$ cat src/rtl/xgmii2gmii_tx.sv
// Purpose : drains 72-bit XGMII words from a FWFT FIFO and serializes them lane-by-lane onto GMII TX.
// Latency : word popped at cycle t -> its lane 0 result on the GMII pins at t+2.
// Backpressure: pops only when the word buffer is free or its last lane is taken; holds the word during the IPG.
// Ports:
//   gmii_clk, sys_rst_n        : 125 MHz clock, async active-low reset
//   xgmii_din/xgmii_empty      : FIFO head {ctrl[7:0], data[63:0]} and its empty flag
//   xgmii_rd_en                : combinational pop of the FIFO head
//   gmii_tx_en/_er/gmii_txd    : registered GMII transmit pins
//   frame_done/frame_err       : registered one-cycle status pulses
module xgmii2gmii_tx #(
   parameter int IPG_BYTES = 12
) (
   input  logic        gmii_clk,
   input  logic        sys_rst_n,
   input  logic [71:0] xgmii_din,
   input  logic        xgmii_empty,
   output logic        xgmii_rd_en,
   output logic        gmii_tx_en,
   output logic        gmii_tx_er,
   output logic [7:0]  gmii_txd,
   output logic        frame_done,
   output logic        frame_err
);

   localparam int            CW       = (IPG_BYTES > 1) ? $clog2(IPG_BYTES) : 1;
   localparam logic [CW-1:0] IPG_LOAD = CW'(IPG_BYTES - 1);

   localparam logic [7:0] C_START = 8'hFB;
   localparam logic [7:0] C_TERM  = 8'hFD;
   localparam logic [7:0] C_ERROR = 8'hFE;
   localparam logic [7:0] C_IDLE  = 8'h07;

   typedef enum logic [1:0] {S_IDLE, S_DATA, S_ABORT, S_IPG} state_t;

   state_t          r_state;
   logic [71:0]     r_w;
   logic            r_wvalid;
   logic [2:0]      r_idx;
   logic [CW-1:0]   r_ipg_cnt;

   logic            w_lane_take;
   logic [7:0]      w_ctrl;
   logic            w_c;
   logic [63:0]     w_shift;
   logic [7:0]      w_d;

   // The IPG state freezes the lane pointer so the held /S/ is replayed afterwards.
   assign w_lane_take = r_wvalid && (r_state != S_IPG);
   assign w_ctrl      = r_w[71:64];
   assign w_c         = w_ctrl[r_idx];
   assign w_shift     = r_w[63:0] >> {r_idx, 3'b000};
   assign w_d         = w_shift[7:0];

   assign xgmii_rd_en = !xgmii_empty && (!r_wvalid || (w_lane_take && (r_idx == 3'd7)));

   // Word buffer: one XGMII word and the lane currently presented to the FSM.
   always_ff @(posedge gmii_clk or negedge sys_rst_n) begin
      if (!sys_rst_n) begin
         r_w      <= '0;
         r_wvalid <= 1'b0;
         r_idx    <= 3'd0;
      end else if (xgmii_rd_en) begin
         r_w      <= xgmii_din;
         r_wvalid <= 1'b1;
         r_idx    <= 3'd0;
      end else if (w_lane_take) begin
         r_idx <= r_idx + 3'd1;
         if (r_idx == 3'd7)
            r_wvalid <= 1'b0;
      end
   end

   // Framing FSM with registered GMII outputs; one lane per cycle.
   always_ff @(posedge gmii_clk or negedge sys_rst_n) begin
      if (!sys_rst_n) begin
         r_state    <= S_IDLE;
         r_ipg_cnt  <= '0;
         gmii_tx_en <= 1'b0;
         gmii_tx_er <= 1'b0;
         gmii_txd   <= 8'h00;
         frame_done <= 1'b0;
         frame_err  <= 1'b0;
      end else begin
         frame_done <= 1'b0;
         frame_err  <= 1'b0;
         case (r_state)
            S_IDLE: begin
               gmii_tx_en <= 1'b0;
               gmii_tx_er <= 1'b0;
               gmii_txd   <= 8'h00;
               if (r_wvalid && w_c && (w_d == C_START)) begin
                  gmii_tx_en <= 1'b1;
                  gmii_txd   <= 8'h55;
                  r_state    <= S_DATA;
               end
            end
            S_DATA: begin
               if (!r_wvalid) begin
                  // Underrun: poison the frame on the wire and wait for its end.
                  gmii_tx_en <= 1'b1;
                  gmii_tx_er <= 1'b1;
                  gmii_txd   <= 8'h00;
                  frame_err  <= 1'b1;
                  r_state    <= S_ABORT;
               end else if (!w_c) begin
                  gmii_tx_en <= 1'b1;
                  gmii_tx_er <= 1'b0;
                  gmii_txd   <= w_d;
               end else if (w_d == C_TERM) begin
                  gmii_tx_en <= 1'b0;
                  gmii_tx_er <= 1'b0;
                  gmii_txd   <= 8'h00;
                  frame_done <= 1'b1;
                  r_ipg_cnt  <= IPG_LOAD;
                  r_state    <= (IPG_BYTES == 1) ? S_IDLE : S_IPG;
               end else if (w_d == C_ERROR) begin
                  gmii_tx_en <= 1'b1;
                  gmii_tx_er <= 1'b1;
                  gmii_txd   <= w_d;
                  frame_err  <= 1'b1;
               end else begin
                  // Any other control byte (including a second /S/) kills the frame.
                  gmii_tx_en <= 1'b1;
                  gmii_tx_er <= 1'b1;
                  gmii_txd   <= w_d;
                  frame_err  <= 1'b1;
                  r_state    <= S_ABORT;
               end
            end
            S_ABORT: begin
               gmii_tx_en <= 1'b0;
               gmii_tx_er <= 1'b0;
               gmii_txd   <= 8'h00;
               if (r_wvalid && w_c && ((w_d == C_TERM) || (w_d == C_IDLE))) begin
                  r_ipg_cnt <= IPG_LOAD;
                  r_state   <= S_IPG;
               end
            end
            S_IPG: begin
               gmii_tx_en <= 1'b0;
               gmii_tx_er <= 1'b0;
               gmii_txd   <= 8'h00;
               if (r_ipg_cnt == '0)
                  r_state <= S_IDLE;
               else
                  r_ipg_cnt <= r_ipg_cnt - CW'(1);
            end
            default: r_state <= S_IDLE;
         endcase
      end
   end

endmodule

$ cat config.mk
export PLATFORM = sky130hd
export DESIGN_NAME = xgmii2gmii_tx
export DESIGN_NICKNAME = d
export VERILOG_FILES = /design/src/rtl/xgmii2gmii_tx.sv
export SDC_FILE = /design/constraint.sdc
export NUM_CORES = 1
export LEC_CHECK = 0
export BUFFER_PORTS_ARGS = -buffer_cell sky130_fd_sc_hd__buf_4
export CAP_MARGIN = 30
export CORE_ASPECT_RATIO = 1.25
export CORE_UTILIZATION = 55
export CTS_CLUSTER_DIAMETER = 40
export CTS_CLUSTER_SIZE = 28
export DETAILED_ROUTE_END_ITERATION = 6
export GPL_TIMING_DRIVEN = 0
export PLACE_DENSITY = 0.85
export SYNTH_ARGS = -nofsm -noshare
export SYNTH_HDL_FRONTEND = slang
export SYNTH_SLANG_ARGS = --single-unit
$ cat constraint.sdc
create_clock -name gmii_clk -period 3.5 [get_ports gmii_clk]
set_clock_uncertainty 0.2 [all_clocks]
set_input_delay 0.175 -clock gmii_clk [delete_from_list [all_inputs] [get_ports gmii_clk]]
set_output_delay 0.175 -clock gmii_clk [all_outputs]
set_load 0.02 [all_outputs]
* Yosys cells after proc, flatten, opt, wreduce, memory -nomap -nowiden
Index checks and enable logic that the tools add are counted.
** Storage, ports and cells
- Flip-flop bits (word level) :: 94
- Bits in latches :: 0
- Memory bits (writable) :: 0
- Bits in read-only memories :: 0
- Input bits :: 75
- Logic and storage cells :: 91
- Memories kept :: 0
** Cells by class
- $add $sub $neg :: 2
- $mul :: 0
- Divide/modulo/power cells :: 0
- Magnitude comparators :: 1
- Equal/unequal tests :: 18
- Shift-type cells :: 1
- Multiplexer cells :: 39
- Bitwise logic cells :: 0
- Reductions and logical operators :: 20
** Operators by type and width (count)
- 64-bit by 6-bit right shift with 8-bit output :: 1
- 8-bit equality test (second input constant) :: 3
- 8-bit 2-to-1 mux :: 3
- 8-bit one-hot mux with 3 select lines :: 1
- 4-bit 2-to-1 mux :: 5
- 2-bit inequality test (second input constant) :: 8
- 1-bit 2-to-1 mux :: 15
- 2-bit 2-to-1 mux :: 7
- 4-bit one-hot mux with 3 select lines :: 1
- 8-bit by 3-bit equality test with 1-bit output (second input constant) :: 1
- 2-bit one-hot mux with 4 select lines :: 1
- 7-bit 2-to-1 mux :: 1
- 1-bit logical AND :: 6
- 3-bit 2-to-1 mux :: 2
- 6-bit AND reduction :: 1
- 5-bit AND reduction :: 1
- 2-bit equality test (second input constant) :: 2
- 4-bit zero test :: 1
- 3-bit by 4-bit less-than comparator with 1-bit output (second input constant) :: 1
- 4-bit inequality test (second input constant) :: 1
- 2-bit nonzero test :: 2
- 4-bit by 1-bit subtractor with 4-bit output (second input constant) :: 1
- 3-bit by 1-bit adder with 3-bit output (second input constant) :: 1
- 1-bit binary-select mux with 3-bit select :: 1
- other kinds (12) :: 14

* Depth between registers and ports, before layout
Gate-level depths: netlist of the first run.
- Depth after elaboration :: 7
- Mapped depth :: 9

* Worst setup path before layout of the first run
No wires, ideal clock.
- Kind :: register -> register
- From :: register r_idx[0]
- To :: register r_state[1]
- Arrival time :: 2826 ps
- Data required time :: 3175 ps
- Setup slack :: 349 ps
- Stages on the path, launching flop included :: 10
- Period minus slack after synthesis :: 3151 ps
- Cell sequence :: dfrtp_1 > buf_6 > buf_12 > mux4_2 > mux2i_1 > nand4_1 > or3b_1 > o221a_4 > nor4_1 > mux2_2
** On the way
- Cells in the longest elaborated chain, start to end :: 6
- Elaborated cells between the ends (all ways) :: 20
** Ends and longest elaborated chain
- from (decl) :: RTL line 38 : logic [2:0] r_idx;
- from (signal assigned) :: RTL line 67 : r_idx <= r_idx + 3'd1;
- 64-bit by 6-bit right shift with 8-bit output or 1-bit binary-select mux with 3-bit select (tied branches) :: RTL line 51, 50
- 8-bit equality test (tied with other cells) :: RTL line 109, 134
- 2-bit 2-to-1 mux (tied with other cells) :: RTL line 109 : end else if (w_d == C_TERM) begin
- 2-bit 2-to-1 mux (tied with other cells) :: RTL line 105 : end else if (!w_c) begin
- 2-bit 2-to-1 mux or 2-bit inequality test (tied branches)
- 2-bit one-hot mux with 4 select lines or 5-bit AND reduction (tied branches)
- to (signal assigned) :: RTL line 115 : r_state <= (IPG_BYTES == 1) ? S_IDLE : S_IPG;
- to (decl) :: RTL line 35 : state_t r_state;
Several ways; a longest one is shown, not always the timed one. The select of a mux whose other input is x is not followed.
A chain may end at the register's enable or synchronous reset.

* Worst setup path in the final report of the first run
- From :: register r_idx[2]
- To :: register r_ipg_cnt[3]
** On the way
- Cells in the longest elaborated chain, start to end :: 6
- Elaborated cells between the ends (all ways) :: 12
** Ends and longest elaborated chain
- 64-bit by 6-bit right shift with 8-bit output or 1-bit binary-select mux with 3-bit select (tied branches) :: RTL line 51, 50
- 8-bit equality test (tied with other cells) :: RTL line 109, 134
- 1-bit logical OR or 1-bit logical AND (tied branches) :: RTL line 134 : if (r_wvalid && w_c && ((w_d == C_TERM) || (w_d == C_IDLE))) begin
- 1-bit logical AND :: RTL line 134
- 2-bit inequality test (no source line)
- 6-bit AND reduction (no source line) *
- to (signal assigned) :: RTL line 146 : r_ipg_cnt <= r_ipg_cnt - CW'(1);
- to (decl) :: RTL line 39 : logic [CW-1:0] r_ipg_cnt;
Mark *: on every way between the ends. The rest lies on a longest branch, timed or not. The select of a mux whose other input is x is not followed.

==> results by stage, run 1 <==
Critical path:
- The worst setup path is captured at a register.
- Data arrives at the worst endpoint at 3530 ps.
- The critical path's slowest cell is sky130_fd_sc_hd__or3b_1.
- Traced cell by cell, the critical path runs through buf_2, clkbuf_4, mux4_2, mux2i_4, nand4_1, or3b_1, o221a_4, or3_4, o32a_1.
- The worst path buffer plus inverter count is 2.
- The kind of critical path is register to register.
- The delay of the slowest cell on the worst path is approximately 420 ps.
- Broken down by cell family, the worst path's largest delay share belongs to simple AND/OR/NAND/NOR gates.
- The kind of start point of the critical path is a register.
- Of all nets on the critical path, the largest fanout is 10.
- Data on the critical path is required at its endpoint by 3570 ps.

Finish:
- The number of filler instances in the final layout is 422.
- The final standard cell count with taps included and fillers excluded is 577.
- Cells with a size suffix above 1 make up 43.9% of the layout.
- The total non-filler cell area in the finished layout is 6250 um2.
- At the end of the flow, the number of nets in the layout was 560.
- The utilization after layout is 80.7%.
- The growth of design area from synthesis to finish is 42.9%.

Detailed routing:
- After detailed routing, the number of remaining DRC violations is 0.
- The routed layout has 3,363 vias.
- The detailed router's first-iteration violation count is 174.
- The number of search-and-repair iterations in the first detailed-routing pass is 4.
- The remaining antenna violation count after routing is 0.
- The total detailed-routing wirelength is between 10,000 and 15,000 um.
- The via density per instance is 5.83.
- The mean routed wirelength per cell is around 22 um.

Clock network:
- TritonCTS built the clock tree.
- The clock-pin slew on the worst setup and hold paths is approximately 100 ps.
- Buffers inserted during clock tree synthesis total 9.
- The later pin in the worst-skew pair is clocked with a latency of 380 ps.
- No sink is reached through more buffers than the 2 on the longest clock path.
- The clock net in this run drives a total of 93 sinks.
- The level count of the clock H-tree is 3.
- CTS placed an instance of sky130_fd_sc_hd__clkbuf_8 at the clock tree root.

Synth:
- The register area share after synthesis is about 53%.
- For this run, the number of Yosys warnings is 0.
- After Yosys synthesis, and, or, nand and nor cells account for under 10% of the synthesized area.
- Yosys mapped the design onto 42 distinct sky130hd cell types.
- The dominant combinational cell family by area after synthesis is multiplexers.
- The post-synthesis compound-gate area fraction is 4.52%.
- The net count after synthesis is around 380.
- The synthesized instance count is ~300.
- The synthesized area is ~4400 um2.
- The adder-cell share of the synthesized area is 2.57%.
- Averaged over all synthesized cells, the footprint is 14.6 um2.
- After synthesis the netlist holds a flip-flop and latch count of 93.
- After Yosys synthesis, XOR and XNOR cells account for 0% of the synthesized area.
- Multiplexer cells account for 31.4% of the synthesized area.

Die:
- The placeable core region is 7750 um2.
- The floorplan die area is 8320 um2.
- In this run the vertical extent of the chip is 102 um.
- During I/O placement, the number of pins put on the boundary was about 90.
- Measured along the x axis, the die boundary spans 81.8 um.
- The starting density of the core is 56.5%.
- After floorplanning, the core was divided into 36 placement rows.

Run:
- Max-cap violations in this run came to 0.

Pwr:
- The sequential power share is 35.9%.
- The internal power is 3.37 mW.
- Per report_power, the clock group accounts for 14.2% of the total.
- The switching power share of the total is between 30 and 40%.
- The total power of the final layout is around 5.4 mW.
- The relative contribution of combinational cells to total power is 49.9%.
- The power density normalized to cell area is 857 nW/um2.
- Summed over all nets, the switching power comes to between 1.5 and 2 mW.
- VDD sags by at most 0.485 mV.
- For this design the static power due to leakage is about 2.8 nW.

Placed design:
- The count of port buffers added during placement is 87.
- The number of placed instances, taps included is 482.
- Summing all placed instances gives a cell area of 5180 um2.
- The placement-stage worst setup slack is -91.5 ps.
- At the end of routability-driven placement, the weighted congestion stood at 0.839.
- Summed over all nets, the half-perimeter wirelength after detailed placement is 7010 um.

STA:
- The worst slew margin relative to its limit is a little under half.
- The shortest clock period the worst path allows after layout is between 3000 and 4000 ps.
- Summed over all failing endpoints, the final setup total negative slack is 0 ps.
- The worst-margin pin slew is ~780 ps.
- The number of hold violations in the final report is 0.
- The final critical-path setup slack is 36.9 ps.
- The worst hold margin is about 8.4 ps.
- The post-route fraction of the period consumed by the critical path is 98.9%.
- Based on the critical path, the design can be clocked at up to 0.289 GHz.
- Setup violations remaining at the end of the flow were counted as 0.
- The final count of pins violating max slew is 0.

GRT:
- The total global routing overflow is 0.
- The global-route wire length before repair is ~19,000 um.
- Entering global routing, the biggest net connects between 70 and 80 pins.
- The via count of the first global-routing pass is 3,691.
- Global routing consumed, over all layers together, about a third of the routing resources.
- The number of antenna violations at the first check in global routing is 0.

Status:
- The flow ran to the end, and the final reports show no timing, DRC or antenna violations.

Min path:
- The class of the tightest hold or removal check is primary input to async pin.
[layout make-up]
cell class	count	area (um2)	area share, %
multi-input combinational	181	2010	32.1
tap	95	119	1.90
timing repair buffer	166	1450	23.2
clock buffer	10	138	2.20
buffer	14	96.3	1.54
clock inverter	6	71.3	1.14
antenna	1	2.50	0.0400
inverter	11	41.3	0.660
sequential	93	2330	37.2
[per-layer routing]
| layer | share of wire [%] | routed length [um] | global-route usage [%] |
|---|---|---|---|
| met5 | 0 | 0 | 0 |
| met4 | 4.7 | 591 | 21.1 |
| met3 | 5.0 | 635 | 8.92 |
| met2 | 55 | 6920 | 57.1 |
| met1 | 35 | 4470 | 33.9 |
[Yosys cell counts]
library cell,n,share of area [%]
sky130_fd_sc_hd__nor4_1,4,0.57
sky130_fd_sc_hd__nor2_1,9,0.77
sky130_fd_sc_hd__mux2_2,82,21
sky130_fd_sc_hd__o21bai_1,1,0.17
sky130_fd_sc_hd__clkbuf_1,7,0.60
sky130_fd_sc_hd__mux4_1,14,8.4
sky130_fd_sc_hd__or3_4,1,0.26
sky130_fd_sc_hd__nor3_1,5,0.57
sky130_fd_sc_hd__o211ai_1,1,0.17
sky130_fd_sc_hd__or2_2,1,0.14
sky130_fd_sc_hd__nand4_1,2,0.29
sky130_fd_sc_hd__nor3b_1,1,0.17
sky130_fd_sc_hd__o41ai_1,1,0.20
sky130_fd_sc_hd__nand2b_1,1,0.14
sky130_fd_sc_hd__or3b_4,1,0.26
sky130_fd_sc_hd__o21a_1,2,0.34
sky130_fd_sc_hd__buf_4,1,0.17
sky130_fd_sc_hd__mux2i_1,6,1.4
sky130_fd_sc_hd__nor2b_1,2,0.29
sky130_fd_sc_hd__a21oi_1,1,0.11
sky130_fd_sc_hd__inv_1,11,0.94
sky130_fd_sc_hd__o32a_1,1,0.23
sky130_fd_sc_hd__nand2_1,9,0.77
sky130_fd_sc_hd__buf_1,1,0.086
sky130_fd_sc_hd__o31ai_1,1,0.17
sky130_fd_sc_hd__ha_1,9,2.6
sky130_fd_sc_hd__mux4_2,1,0.51
sky130_fd_sc_hd__or3b_1,1,0.20
sky130_fd_sc_hd__buf_12,1,0.46
sky130_fd_sc_hd__buf_6,2,0.51
sky130_fd_sc_hd__buf_2,2,0.23
sky130_fd_sc_hd__o211a_1,1,0.23
sky130_fd_sc_hd__o22ai_1,4,0.57
sky130_fd_sc_hd__nand3b_1,3,0.51
sky130_fd_sc_hd__o221a_4,1,0.46
sky130_fd_sc_hd__dfrtp_1,93,53
sky130_fd_sc_hd__or3_1,1,0.14
sky130_fd_sc_hd__or4_4,1,0.26
sky130_fd_sc_hd__a22o_1,2,0.40
sky130_fd_sc_hd__a211oi_1,1,0.17
sky130_fd_sc_hd__o21ai_0,9,1.0
sky130_fd_sc_hd__o41a_1,1,0.26
[flip-flops by register name, summed over array words and instances (netlist names)]
signal      flops
r_wvalid        1
gmii_txd        8
r_idx           3
frame_done      1
r_w            72
r_state         2
r_ipg_cnt       4
gmii_tx_en      1
frame_err       1
[power groups by stage]
stage	registers, mW	clock network [mW]	logic [mW]
after floorplan	1.85	0	1.62
after global placement	1.85	0	2.15
after detailed placement	1.89	0	2.23
after CTS	1.87	0.763	2.35
after global routing	1.97	0.816	2.83
final	1.92	0.762	2.68
[final timing paths]
check	slack, ps	to	depth (start not counted)	from
worst max-delay path	40	r_ipg_cnt[3]$_DFFE_PN0P_	9	r_idx[2]$_DFFE_PN0P_
min in group gmii_clk	310	r_w[9]$_DFFE_PN0P_	1	r_w[9]$_DFFE_PN0P_
max in group asynchronous	2450	r_idx[0]$_DFFE_PN0P_	3	sys_rst_n
worst min-delay path	8	r_w[67]$_DFFE_PN0P_	2	sys_rst_n
worst min register to register	310	r_w[9]$_DFFE_PN0P_	1	r_w[9]$_DFFE_PN0P_
worst max register to register	40	r_ipg_cnt[3]$_DFFE_PN0P_	9	r_idx[2]$_DFFE_PN0P_
[timing repair]
| item | CTS | global route |
|---|---|---|
| hold buffers | 74 | 0 |
| endpoints found under the hold margin | 167 | 0 |
| buffers inserted | 0 | 4 |
| setup endpoints to repair | 4 | 4 |
| gates resized for setup | 4 | 14 |
| pin swaps | 1 | 1 |
[kinds of logic (layout without fill, tap and decap cells)]
| logic type | count (synthesis) | after routing |
|---|---|---|
| AO/OA/AOI/OAI | 27 | 27 |
| adder cells (fa/ha/maj) | 9 | 9 |
| buffers and inverters | 25 | 207 |
| flip-flops | 93 | 93 |
| multiplexers | 103 | 103 |
| other | 0 | 1 |
| AND/OR/NAND/NOR | 42 | 42 |
[placed cells by master (no fill, tap or decap), types with 2 or more instances in the layout]
cell type and instances:
sky130_fd_sc_hd__dfrtp_1 92, sky130_fd_sc_hd__clkinvlp_4 2, sky130_fd_sc_hd__nor4_4 2, sky130_fd_sc_hd__nand4_1 2
sky130_fd_sc_hd__nor2b_1 2, sky130_fd_sc_hd__ha_1 9, sky130_fd_sc_hd__mux4_2 2, sky130_fd_sc_hd__dlygate4sd3_1 74
sky130_fd_sc_hd__nor2_1 9, sky130_fd_sc_hd__mux2_2 82, sky130_fd_sc_hd__nand2_1 9, sky130_fd_sc_hd__nor4_1 2
sky130_fd_sc_hd__buf_4 92, sky130_fd_sc_hd__o21a_1 2, sky130_fd_sc_hd__clkbuf_8 10, sky130_fd_sc_hd__a22o_1 2
sky130_fd_sc_hd__mux4_1 13, sky130_fd_sc_hd__nor3_1 5, sky130_fd_sc_hd__clkinv_4 2, sky130_fd_sc_hd__inv_1 11
sky130_fd_sc_hd__o21ai_0 9, sky130_fd_sc_hd__o22ai_1 4, sky130_fd_sc_hd__nand3b_1 3, sky130_fd_sc_hd__mux2i_4 5
sky130_fd_sc_hd__clkbuf_1 7
[worst register-to-register path, stage by stage (launching register included)]
cell and delay [ps]:
sky130_fd_sc_hd__dfrtp_1 380, sky130_fd_sc_hd__buf_2 250, sky130_fd_sc_hd__clkbuf_4 290, sky130_fd_sc_hd__mux4_2 390, sky130_fd_sc_hd__mux2i_4 270, sky130_fd_sc_hd__nand4_1 150, sky130_fd_sc_hd__or3b_1 420, sky130_fd_sc_hd__o221a_4 270
sky130_fd_sc_hd__or3_4 400, sky130_fd_sc_hd__o32a_1 340
Power figures use the tool's default switching activity.
==> run 2: changes to the inputs <==
--- a/config.mk
+++ b/config.mk
@@ -7,8 +7,10 @@
 export LEC_CHECK = 0
 export BUFFER_PORTS_ARGS = -buffer_cell sky130_fd_sc_hd__buf_4
 export CAP_MARGIN = 30
+export CELL_PAD_IN_SITES_DETAIL_PLACEMENT = 0
+export CELL_PAD_IN_SITES_GLOBAL_PLACEMENT = 2
 export CORE_ASPECT_RATIO = 1.25
-export CORE_UTILIZATION = 55
+export CORE_UTILIZATION = 38
 export CTS_CLUSTER_DIAMETER = 40
 export CTS_CLUSTER_SIZE = 28
 export DETAILED_ROUTE_END_ITERATION = 6
==> results by stage, run 2 (same netlist as run 1, synthesis figures left out) <==
Status:
- The run finished, with violations left.
- The checks that failed: design-rule violations.

Die:
- The count of standard-cell rows is 43.
- The floorplan die area is about 12,000 um2.
- The placeable core region is approximately 11,000 um2.
- The starting density of the core is 39.3%.
- The die outline height is ~120 um.
- The die boundary width is 98.0 um.
- The boundary pin count is 88.

Detailed routing:
- After detailed routing, the number of remaining DRC violations is 6.
- The detailed router finished its first iteration with about 110 violations.
- Detailed routing inserted a total of 3,146 vias.
- The number of search-and-repair iterations in the first detailed-routing pass is 6.
- The remaining antenna violation count after routing is 0.
- Dividing the detail-routed wire length by the instance count gives 17.2 um.
- The total detailed-routing wirelength is 10,500 um.
- The via density per instance is 5.14.

Finish:
- In the final layout, the registers with the most flip-flops are r_w x72, gmii_txd x8, r_ipg_cnt x4.
- From synthesis to final layout, the design area changed by 44.8%.
- The flip-flop count of the largest register after layout is 72.
- The net count of the finished layout is approximately 560.
- The register with the most flip-flops is r_w.
- In the final layout, the share of cells above drive strength 1 is 42.6%.
- Leaving out fill and tap cells, the most frequent cells in the layout are sky130_fd_sc_hd__dfrtp_1, sky130_fd_sc_hd__buf_4, sky130_fd_sc_hd__mux2_2, sky130_fd_sc_hd__dlygate4sd3_1, sky130_fd_sc_hd__mux4_1.
- The total non-filler cell area in the finished layout is 6340 um2.
- After filler insertion, the fill cell instance count of the layout stands at between 800 and 900.
- The finished layout holds 612 standard cells, fillers aside.
- The number of antenna diodes in the final layout is 0.
- The commonest non-fill, non-tap cell in the layout is sky130_fd_sc_hd__dfrtp_1.

Critical path:
- The worst path buffer plus inverter count is 2.
- STA classifies the critical path startpoint as a register.
- In this run the register-to-register setup slack is 100 ps.
- The worst setup path is of the register to register kind.
- The data arrival time of the worst path is approximately 3400 ps.
- The critical path's slowest cell is sky130_fd_sc_hd__mux4_1.
- The nature of the critical path endpoint is a register.
- The critical path goes through buf_8, buf_12, mux4_1, mux2i_1, or3b_1, o221a_4, or3_4, o32a_1.
- The reg-to-reg critical path endpoint is r_ipg_cnt[3]$_DFFE_PN0P_.
- Counting cells, the worst reg-to-reg path comes to 8.
- The startpoint of the most critical register-to-register path is r_idx[0]$_DFFE_PN0P_.
- Among cell families on the critical path, the largest total delay comes from multiplexers.
- The highest net fanout along the worst path is 10.
- The delay of the slowest cell on the worst path is about 560 ps.
- The required time at the endpoint of the critical path is 3520 ps.

Pwr:
- The leakage power total is about 2.8 nW.
- In this run switching power makes up 32.6% of total power.
- Power spread over the standard cell area amounts to 836 nW/um2.
- The maximum vdd drop is 0.424 mV.
- The fraction of power consumed by the clock network is approximately a fifth.
- The internal power is 3.57 mW.
- Power comes to about 5.3 mW.
- In this run, flip-flops and latches consume 35.1% of the power.
- Combinational cells account for 45.4% of the total power.
- For this design the total switching power over the nets is ~1.7 mW.

GRT:
- The total global routing overflow is 0.
- Entering global routing, the biggest net connects 62 pins.
- The number of antenna violations at the first check in global routing is 0.
- The via count of the first global-routing pass is 3,335.
- The total global routing track utilization is 18.5%.
- The first global-routing pass estimated about 17,000 um of wire.

Clock network:
- The level count of the clock H-tree is 3.
- The maximum buffer depth of the clock tree is 2.
- Clock-pin slew was measured on the worst setup and hold paths at roughly 60 ps.
- Counting every sink on the clock net gives between 90 and 100.
- TritonCTS built the clock tree.
- The number of CTS-inserted buffers is 9.
- The root buffer cell chosen for the clock tree is sky130_fd_sc_hd__clkbuf_16.
- For the worst-skew pair, the clock arrives at the later sink with an insertion delay of 340 ps.

STA:
- The number of hold violations in the final report is 0.
- The final total negative setup slack is 0 ps.
- The maximum operating frequency is between 0.2 and 0.3 GHz.
- Setup repair after global routing left no endpoint under its margin.
- For the pin with the worst max-slew slack, the measured transition is 744 ps.
- The final count of pins violating max slew was 0.
- The shortest clock period the worst path allows after layout is 3400 ps.
- Setup violations remaining at the end of the flow were counted as 0.
- The worst slew margin relative to its limit is between 50% and 60%.
- After layout, the worst setup slack is 95.8 ps.
- In the finished design, the share of the clock period the worst path needs comes to a little over nine tenths.

Placed design:
- The placed instances occupy a cell area of 5230 um2.
- The count of port buffers added during placement is 87.
- After legalization and detailed placement, the total HPWL measured 7320 um.
- Timing analysis after detailed placement gives a worst setup slack of -143 ps.
- The congestion estimate from routability-driven global placement came to 0.802.
- After detailed placement, the design holds a cell count of 522.

Run:
- The max-cap violation count is 0.

Min path:
- The class of the tightest hold or removal check is primary input to async pin.
## run 2: layout make-up
class,instances,area [um2],share of cell area [%]
plain buffers,14,96.3,1.52
clock buffers,11,243,3.83
clock inverters,4,72.6,1.14
inverters,11,41.3,0.651
multi-input cells,181,1960,30.9
flip-flops and latches,93,2330,36.7
well taps,135,169,2.66
repair buffers,163,1430,22.5
## run 2: how the worst max path moves through the flow
stage / start / to / cells after the start
2_1_floorplan: r_idx[0]$_DFFE_PN0P_ / r_state[1]$_DFFE_PN0P_ / 9
3_3_place_gp: r_idx[2]$_DFFE_PN0P_ / r_state[1]$_DFFE_PN0P_ / 9
3_5_place_dp: r_idx[2]$_DFFE_PN0P_ / r_state[1]$_DFFE_PN0P_ / 9
4_1_cts: r_idx[2]$_DFFE_PN0P_ / r_ipg_cnt[3]$_DFFE_PN0P_ / 9
5_1_grt: r_idx[0]$_DFFE_PN0P_ / r_ipg_cnt[3]$_DFFE_PN0P_ / 9
6_report: r_idx[0]$_DFFE_PN0P_ / r_ipg_cnt[3]$_DFFE_PN0P_ / 8
## run 2: metal layers
layer	part of all wire [%]	vias up	GRT usage, %
met1	42	1578	21.6
met4	2.7	0	9.56
met3	2.7	20	2.58
met5	0	-	0
met2	53	83	33.2
li1	-	1465	-
## run 2: stage by stage
stage,util (%),hold WS (ps)
floorplan,-,-321
global placement,46.7,172
detailed placement,46.9,-40.7
CTS,56.6,139
global route,56.9,182
finish,56.9,125
## run 2: repair_timing
item                                   in CTS  in global routing
resized for setup                           4                  7
cloned                                      0                  0
setup endpoints to repair                   3                  4
hold buffers                               74                  0
endpoints found under the hold margin     107                  0
buffers inserted                            0                  1
## run 2: worst register-to-register path, cell delays in order (launching register included)
cell	delay (ps)
sky130_fd_sc_hd__dfrtp_2	410
sky130_fd_sc_hd__buf_8	180
sky130_fd_sc_hd__buf_12	160
sky130_fd_sc_hd__mux4_1	570
sky130_fd_sc_hd__mux2i_1	350
sky130_fd_sc_hd__or3b_1	420
sky130_fd_sc_hd__o221a_4	270
sky130_fd_sc_hd__or3_4	400
sky130_fd_sc_hd__o32a_1	340
## run 2: power by group through the flow
stage	combinational, mW	clock (mW)	sequential (mW)
floorplan	1.62	0	1.85
global placement	2.19	0	1.85
detailed placement	2.24	0	1.88
CTS	2.35	1.06	1.86
global route	2.61	1.10	1.92
finish	2.41	1.03	1.86
==> run 3: changes to the inputs <==
--- a/config.mk
+++ b/config.mk
@@ -15,6 +15,7 @@
 export CTS_CLUSTER_SIZE = 28
 export DETAILED_ROUTE_END_ITERATION = 6
 export GPL_TIMING_DRIVEN = 0
+export MAX_ROUTING_LAYER = met4
 export PLACE_DENSITY = 0.85
 export SYNTH_ARGS = -nofsm -noshare
 export SYNTH_HDL_FRONTEND = slang
==> results by stage, run 3 (same netlist as run 1, synthesis figures left out) <==
Die:
- 88 I/O pins were placed.
- The count of standard-cell rows is 43.
- The total area inside the core boundary comes to 11,100 um2.
- The starting density of the core is 39.3%.
- From left edge to right edge, the die measures 98.0 um.
- The floorplan die area is about 12,000 um2.
- The die is 122 um tall.

Critical path:
- The delay of the slowest cell on the worst path is 560 ps.
- The data arrival time of the worst path is 3410 ps.
- The reg-to-reg critical path endpoint is r_ipg_cnt[3]$_DFFE_PN0P_.
- Traced cell by cell, the critical path runs through buf_8, buf_12, mux4_1, mux2i_1, or3b_1, o221a_4, or3_4, o32a_1.
- The required time at the endpoint of the critical path is 3530 ps.
- The kind of start point of the critical path is a register.
- Among cell families on the critical path, the largest total delay comes from multiplexers.
- The critical path's slowest cell is sky130_fd_sc_hd__mux4_1.
- The setup slack on the worst flop-to-flop path is 110 ps.
- The nature of the critical path endpoint is a register.
- The highest net fanout along the worst path is 10.
- In this run the critical register-to-register path is launched from r_idx[0]$_DFFE_PN0P_.
- Together, buffers and inverters on the worst path number 2.
- The kind of critical path is register to register.
- The worst reg2reg path depth is 8.

STA:
- Setup repair after global routing left no endpoint under its margin.
- Of the available clock period, the critical path in the final layout requires a little over nine tenths.
- The final count of pins violating max slew is 0.
- Static timing analysis puts the maximum clock frequency at 0.295 GHz.
- The number of hold violations in the final report is 0.
- Headroom to the max-slew limit came out at 51.9%.
- The worst-margin pin slew is 722 ps.
- The worst path needs about 3400 ps of the cycle, external delays included.
- The final total negative setup slack is 0 ps.
- Setup violations remaining at the end of the flow were counted as 0.

Clock network:
- The clock-pin slew on the worst setup and hold paths is ~60 ps.
- The later pin in the worst-skew pair is clocked with a latency of 340 ps.
- The number of clock sinks seen by CTS is between 90 and 100.
- The number of CTS-inserted buffers is 9.
- The maximum buffer depth of the clock tree is 2.
- The tree is rooted in a sky130_fd_sc_hd__clkbuf_16.
- TritonCTS built the clock tree.
- CTS built an H-tree with a depth of 3.

GRT:
- The total global routing track utilization is 19.1%.
- After global routing the overflow that remains totals 0.
- Entering global routing, the biggest net connects 62 pins.
- The global-route wire length before repair is 16,500 um.
- The via count of the first global-routing pass is 3,347.
- The number of antenna violations at the first check in global routing came to 0.

Finish:
- The register with the most flip-flops is r_w.
- The flip-flop count of the largest register after layout is between 70 and 80.
- For this run, the post-layout net count is 557.
- In the final layout, the registers with the most flip-flops are r_w x72, gmii_txd x8, r_ipg_cnt x4.
- The growth of design area from synthesis to finish is 44.8%.
- Leaving out fill and tap cells, the most frequent cell in the layout is sky130_fd_sc_hd__dfrtp_1.
- The share of layout cells above drive strength 1 is 42.6%.
- Fill cells in the final layout number 879.
- Leaving out fill and tap cells, the most frequent cells in the layout are sky130_fd_sc_hd__dfrtp_1, sky130_fd_sc_hd__buf_4, sky130_fd_sc_hd__mux2_2, sky130_fd_sc_hd__dlygate4sd3_1, sky130_fd_sc_hd__mux4_1.
- The number of antenna cells inserted is 0.

Run:
- The tool flagged a number of max-cap violations equal to 0.

Detailed routing:
- The total detailed-routing wirelength is 10,500 um.
- The detail route stage leaves a number of antenna-violating nets equal to 0.
- The detailed router finished its first iteration with 112 violations.
- In the routed design, unresolved DRC markers number 6.
- Across all layers, the routed design uses ~3,100 vias.
- In the final routed layout, each cell accounts on average for 17.1 um.
- The number of search-and-repair iterations in the first detailed-routing pass is 6.
- After detailed routing, the number of vias per cell comes to 5.13.

Pwr:
- The worst-case IR drop observed on VDD is about 0.42 mV.
- Dividing total power by cell area gives a power density of 835 nW/um2.
- The leakage power total is about 2.8 nW.
- The total power of the final layout is 5.29 mW.
- The sequential power share is 35.1%.
- The total net switching power is 1.72 mW.
- The share of total power dissipated in the clock network is 19.5%.
- The switching power share of the total is 32.5%.
- Combinational logic burns 45.3% of the power.
- The internal power is ~3.6 mW.

Placed design:
- The count of port buffers added during placement is 87.
- After legalization and detailed placement, the total HPWL measured 7320 um.
- The global placement routability congestion is 0.813.

Status:
- The checks that failed: design-rule violations.
- The flow ran to the end, but the final reports show violations.

Min path:
- The class of the tightest hold or removal check is primary input to async pin.
run 3: cell counts in the layout (fill, tap and decap cells not counted):
Identical to the previous run, type by type.
run 3: metal layers:
| metal | part of all wire (%) | global-route usage [%] | vias up |
|---|---|---|---|
| li1 | - | - | 1469 |
| met1 | 41 | 21.7 | 1563 |
| met2 | 52 | 33.2 | 86 |
| met3 | 3.4 | 2.58 | 20 |
| met4 | 2.7 | 9.56 | 0 |
| met5 | 0 | - | - |
run 3: layout make-up:
cell class	count	area (um2)	share of cell area, %
Buffer	14	96.3	1.52
Timing Repair Buffer	163	1430	22.5
Multi-Input combinational cell	181	1960	30.9
Inverter	11	41.3	0.651
Clock inverter	4	72.6	1.14
Tap cell	135	169	2.66
Sequential cell	93	2330	36.7
Clock buffer	11	243	3.83
run 3: power groups by stage:
stage          sequential, mW  clock [mW]  combinational [mW]
6_report                 1.86        1.03                2.40
5_1_grt                  1.92        1.10                2.61
4_1_cts                  1.86        1.06                2.35
3_5_place_dp             1.88           0                2.24
3_3_place_gp             1.85           0                2.19
2_1_floorplan            1.85           0                1.62
run 3: repair_timing:
item / 4_1_cts / 5_1_grt
buffers inserted: 0 / 1
gates resized for setup: 4 / 7
hold buffers: 74 / 0
endpoints found under the hold margin: 107 / 0
endpoints found under the setup margin: 3 / 4
cloned: 0 / 0
run 3: how the worst max path moves through the flow:
stage,startpoint,endpoint,slack (ps),cells past startpoint
floorplan,r_idx[0]$_DFFE_PN0P_,r_state[1]$_DFFE_PN0P_,350,9
global placement,r_idx[2]$_DFFE_PN0P_,r_state[1]$_DFFE_PN0P_,-120,9
detailed placement,r_idx[2]$_DFFE_PN0P_,r_state[1]$_DFFE_PN0P_,-140,9
CTS,r_idx[2]$_DFFE_PN0P_,r_ipg_cnt[3]$_DFFE_PN0P_,6,9
global route,r_idx[0]$_DFFE_PN0P_,r_ipg_cnt[3]$_DFFE_PN0P_,20,9
finish,r_idx[0]$_DFFE_PN0P_,r_ipg_cnt[3]$_DFFE_PN0P_,110,8
run 3: worst register-to-register path, stage by stage, from the launching register on:
cell	delay (ps)
sky130_fd_sc_hd__dfrtp_2	410
sky130_fd_sc_hd__buf_8	180
sky130_fd_sc_hd__buf_12	160
sky130_fd_sc_hd__mux4_1	570
sky130_fd_sc_hd__mux2i_1	340
sky130_fd_sc_hd__or3b_1	420
sky130_fd_sc_hd__o221a_4	270
sky130_fd_sc_hd__or3_4	400
sky130_fd_sc_hd__o32a_1	340
run 3: metrics by stage:
stage	hold slack, ps	instance area (um2)	cells	utilization (%)	setup slack, ps
detailed placement	-40.7	5230	522	46.9	-143
finish	123	6340	612	56.9	114
floorplan	-321	4380	299	-	349
CTS	139	6300	611	56.6	6.39
global route	182	6340	612	56.9	18.4
global placement	172	5200	521	46.7	-124
